--- src/rtl/mem_responder.sv ---
// rtl/mem_responder.sv - 2^DEPTH_LOG2 x WIDTH word store for the core RAM port
// Clears every word after reset, then serves one-cycle synchronous reads plus a valid/ready preload port.
module mem_responder #(
  parameter int DEPTH_LOG2 = 8,
  parameter int WIDTH      = 16
) (
  input  logic                  clk,
  input  logic                  rst,
  input  logic [DEPTH_LOG2-1:0] addr,
  input  logic [WIDTH-1:0]      data,
  input  logic                  wren,
  output logic [WIDTH-1:0]      q,
  input  logic                  ld_valid,
  input  logic [DEPTH_LOG2-1:0] ld_addr,
  input  logic [WIDTH-1:0]      ld_data,
  output logic                  ld_ready,
  output logic                  init_done
);

  localparam int DEPTH = 1 << DEPTH_LOG2;

  typedef enum logic {CLEAR, SERVE} state_t;

  state_t                  state;
  logic [DEPTH_LOG2-1:0]   clr_cnt;
  logic [WIDTH-1:0]        mem [DEPTH];

  logic                    we;
  logic [DEPTH_LOG2-1:0]   waddr;
  logic [WIDTH-1:0]        wdata;

  // Core write has priority; a pending load simply waits for a cycle without one.
  assign ld_ready = (state == SERVE) && ld_valid && !wren;

  always_comb begin
    we    = 1'b0;
    waddr = clr_cnt;
    wdata = '0;
    if (state == CLEAR) begin
      we = 1'b1;
    end else if (wren) begin
      we    = 1'b1;
      waddr = addr;
      wdata = data;
    end else if (ld_ready) begin
      we    = 1'b1;
      waddr = ld_addr;
      wdata = ld_data;
    end
  end

  // Array has no reset; the clear sweep is what initialises it.
  always_ff @(posedge clk) begin
    if (we) begin
      mem[waddr] <= wdata;
    end
  end

  always_ff @(posedge clk or posedge rst) begin
    if (rst) begin
      state     <= CLEAR;
      clr_cnt   <= '0;
      q         <= '0;
      init_done <= 1'b0;
    end else begin
      case (state)
        CLEAR: begin
          q       <= '0;
          clr_cnt <= clr_cnt + 1'b1;
          if (clr_cnt == {DEPTH_LOG2{1'b1}}) begin
            state     <= SERVE;
            init_done <= 1'b1;
          end
        end
        SERVE: begin
          q <= mem[addr];
        end
        default: state <= CLEAR;
      endcase
    end
  end

endmodule
--- config.mk ---
export PLATFORM = sky130hd
export DESIGN_NAME = mem_responder
export DESIGN_NICKNAME = d
export VERILOG_FILES = /design/src/rtl/mem_responder.sv
export SDC_FILE = /design/constraint.sdc
export NUM_CORES = 2
export LEC_CHECK = 0
export ABC_AREA = 1
export CORE_ASPECT_RATIO = 0.9
export CORE_MARGIN = 3
export CORE_UTILIZATION = 60
export DETAILED_ROUTE_END_ITERATION = 10
export PLACE_DENSITY_LB_ADDON = 0.2
export SKIP_LAST_GASP = 1
export SYNTH_ARGS = -nofsm -noshare
export SYNTH_HDL_FRONTEND = slang
export SYNTH_SLANG_ARGS = --single-unit
--- constraint.sdc ---
create_clock -name clk -period 10.5 [get_ports clk]
set_input_delay 2.1 -clock clk [delete_from_list [all_inputs] [get_ports clk]]
set_output_delay 2.1 -clock clk [all_outputs]
set_load 0.01 [all_outputs]
==> summary.txt <==
CTS
  • Clock transition at path regs: 0.07 ns
  • CTS Sinks: 4122
  • Root Buffer: clkbuf_16
  • Longest Clk Path Bufs: 4
  • # resized after CTS: 0
  • Worst-Skew Late Latency: 0.92 ns
  • CTS tree: done
  • TritonCTS Buffers: 399
  • Post-CTS setup buffer count: 0
  • # hold bufs at CTS: 0
  • H-tree depth: 5

Timing
  • FMAX: 157 MHz
  • Final number of hold-violating endpoints: 0
  • Max-slew headroom: -0.0000724
  • Count of final max-slew check failures: 1
  • Final hold slack: 0.532 ns
  • Final TNS setup: 0 ns
  • Setup violations, final: 0
  • Final worst path period share: 0.607
  • Worst slew pin tran: 1.49 ns
  • RSZ-0062 raised after global routing: false
  • Worst Clk Skew: 0.0473 ns
  • Minimum clock period: 6.38 ns

Floorplanning
  • Starting Density: 0.604
  • Die width: 559 µm
  • Row count: 182
  • I/O pin total: 70
  • Die Height: 504 µm
  • CORE AREA: 273000 µm²
  • Die outline area: 282000 µm²

Placement
  • IO Port Bufs: 69
  • Gp weighted congestion: 0.919
  • DP HPWL: 255 mm
  • Placed instance count: 16900

Cells and area
  • Final core occ: 0.668
  • Post-layout nets: 13700
  • Area grow syn2layout: 10.6%
  • Fillers: 19400
  • Count of non-filler cells in the finished layout: 17600
  • Layout cells sized above 1: 0.0696

Yosys
  • Syn_nets: 13800
  • Syn. warnings: 0
  • Post-Syn Area: 165000 µm²
  • Synth Instances: 13700
  • Mean post-synth cell area: 12.0 µm²
  • Seq cells post-synth: 4122
  • Cell taking the most area after synthesis: edfxtp_1
  • Synth unique cells: 30
  • Register area share after synthesis: 0.749
  • Top cells by area, synth: edfxtp_1, nand3_1, nand2_1, clkbuf_1, nor2_1
  • Top cell type's share of synthesized area: 0.745

Power
  • Reg power frac: 0.536
  • Total power: 33.2 mW
  • Leakage: 65.5 nW
  • Net Sw Frac: 0.216
  • Pwr Density: 182 nW/µm²
  • Psw: 7.18 mW
  • Clock share of power: 0.417
  • Logic pwr share: 0.047
  • Internal power: 26.0 mW
  • Worst VDD drop: 186 µV

Route
  • Average wire per standard cell: 26.6 µm
  • Vias: 111000
  • Post-route DRC: 0
  • Initial DRC Count: 17300
  • Routed Antenna Nets: 0
  • Vias/cell: 6.27
  • Routed WL: 469 mm
  • 1st-pass router iterations: 7

Global routing
  • Number of global-route vias before repair: 104000
  • All-Layer GR Usage: 0.326
  • Initial antenna violation count: 21
  • First-pass GRT wire length: 687 mm
  • Largest net degree at the start of global routing: 218
  • Global route total overflow: 0

Hold path
  • WHS Path Cells: 1
  • Worst Hold Class: reg -> reg

Outcome
  • Status: finished with violations
  • Failing checks: capacitance limit, slew limit

Setup path
  • Type of destination of the critical path: output port
  • Worst Path Required: 8.40 ns
  • CP Max Fanout: 20
  • Critical Path Start Type: input pin
  • Reg2Reg Setup Slack: 5.66 ns
  • WP data arrival: 4.28 ns
  • Reg2reg path depth: 12
  • WS Path Type: in -> out

Run
  • Maxcap violations: 1
[critical path, cell delays in order]
cell and delay, ns:
clkdlybuf4s50_1 0.40, buf_4 0.25, inv_2 0.21, nand3_2 0.14, inv_1 0.11, buf_4 0.38, clkdlybuf4s50_1 0.63
[per-layer routing]
metal	track usage	vias to the layer above	wire length, µm
li1	-	48700	-
met1	0.476	54100	181000
met2	0.488	6824	213000
met3	0.0628	955	53400
met4	0.134	20	21400
met5	0	-	149
[power groups by stage]
stage / registers (mW) / logic, mW / clock network [mW]
after floorplan: 18.2 / 0.973 / 0
after global placement: 18.2 / 1.50 / 0
after detailed placement: 18.2 / 1.52 / 0
after CTS: 17.8 / 1.52 / 14.0
after global routing: 17.8 / 1.67 / 14.6
final: 17.8 / 1.56 / 13.9
[flip-flops by register name, summed over array words and instances (netlist names)]
name / count
mem: 4096
state: 1
init_done: 1
clr_cnt: 8
q: 16
[area by class of cell]
cell class	instances	area (µm²)	share of cell area
Tap cell	3680	4600	0.0252
Sequential cell	4122	124000	0.677
Inverter	30	145	0.000794
Clock buffer	502	10600	0.0578
Timing Repair Buffer	435	3980	0.0218
Antenna cell	7	17.5	0.0000959
Multi-Input combinational cell	8645	37900	0.207
Clock inverter	209	1870	0.0102
[layout by cell type, fill, tap and decap left out, types with 4 or more instances in the layout]
cell / instances
nand2_1: 4161
edfxtp_1: 4096
nand3_1: 3859
nor2_1: 417
clkbuf_16: 406
buf_4: 324
clkbuf_1: 92
clkinv_1: 84
clkinv_2: 73
o21ai_0: 68
clkdlybuf4s50_1: 62
buf_12: 39
o22ai_1: 36
a21oi_1: 34
bufinv_16: 30
dfrtp_1: 26
inv_1: 19
a21oi_4: 16
nand2_2: 16
nor2_2: 15
inv_6: 9
diode_2: 7
inv_8: 5
inv_2: 4
xor2_1: 4
clkinv_8: 4
clkbuf_8: 4
buf_6: 4
[logic make-up (layout without fill, tap and decap cells)]
family / after synthesis / after routing / share of synthesized area
AO/OA/AOI/OAI: 166 / 166 / 0.00551
XOR/XNOR: 6 / 6 / 0.000318
adder cells (fa/ha/maj): 1 / 1 / 0.0000757
buffers and inverters: 977 / 1176 / 0.0237
flip-flops: 4122 / 4122 / 0.749
other: 0 / 7 / 0
AND/OR/NAND/NOR: 8472 / 8472 / 0.222
[through the flow]
| stage | setup WS (ns) | area [µm²] |
|---|---|---|
| 6_report | 4.12 | 183000 |
| 3_5_place_dp | 3.41 | 170000 |
| 3_3_place_gp | 3.53 | 170000 |
| 5_1_grt | 4.08 | 183000 |
| 2_1_floorplan | -0.627 | 165000 |
| 4_1_cts | 4.17 | 183000 |
[synth_stat cells (all sizes together)]
| master | count |
|---|---|
| o21a | 1 |
| a22oi | 5 |
| o22ai | 36 |
| nor2 | 432 |
| a21oi | 51 |
| edfxtp | 4096 |
| o221ai | 1 |
| nand3 | 3860 |
| buf | 376 |
| o21bai | 1 |
| nand2 | 4177 |
| dfrtp | 26 |
| nor3 | 3 |
| xor2 | 4 |
| clkbuf | 571 |
| ha | 1 |
| o21ai | 71 |
| inv | 29 |
| xnor2 | 2 |
| clkinv | 1 |
[path summary, 6_finish.rpt]
kind | start | endpoint
min in group asynchronous | rst | q[6]
max in group asynchronous | rst | q[8]
max | wren | ld_ready
min | clr_cnt[0] | clr_cnt[0]
min reg2reg | clr_cnt[0] | clr_cnt[0]
max reg2reg | state | mem[168][13]
Note: power is estimated with default switching activity, not from simulation.
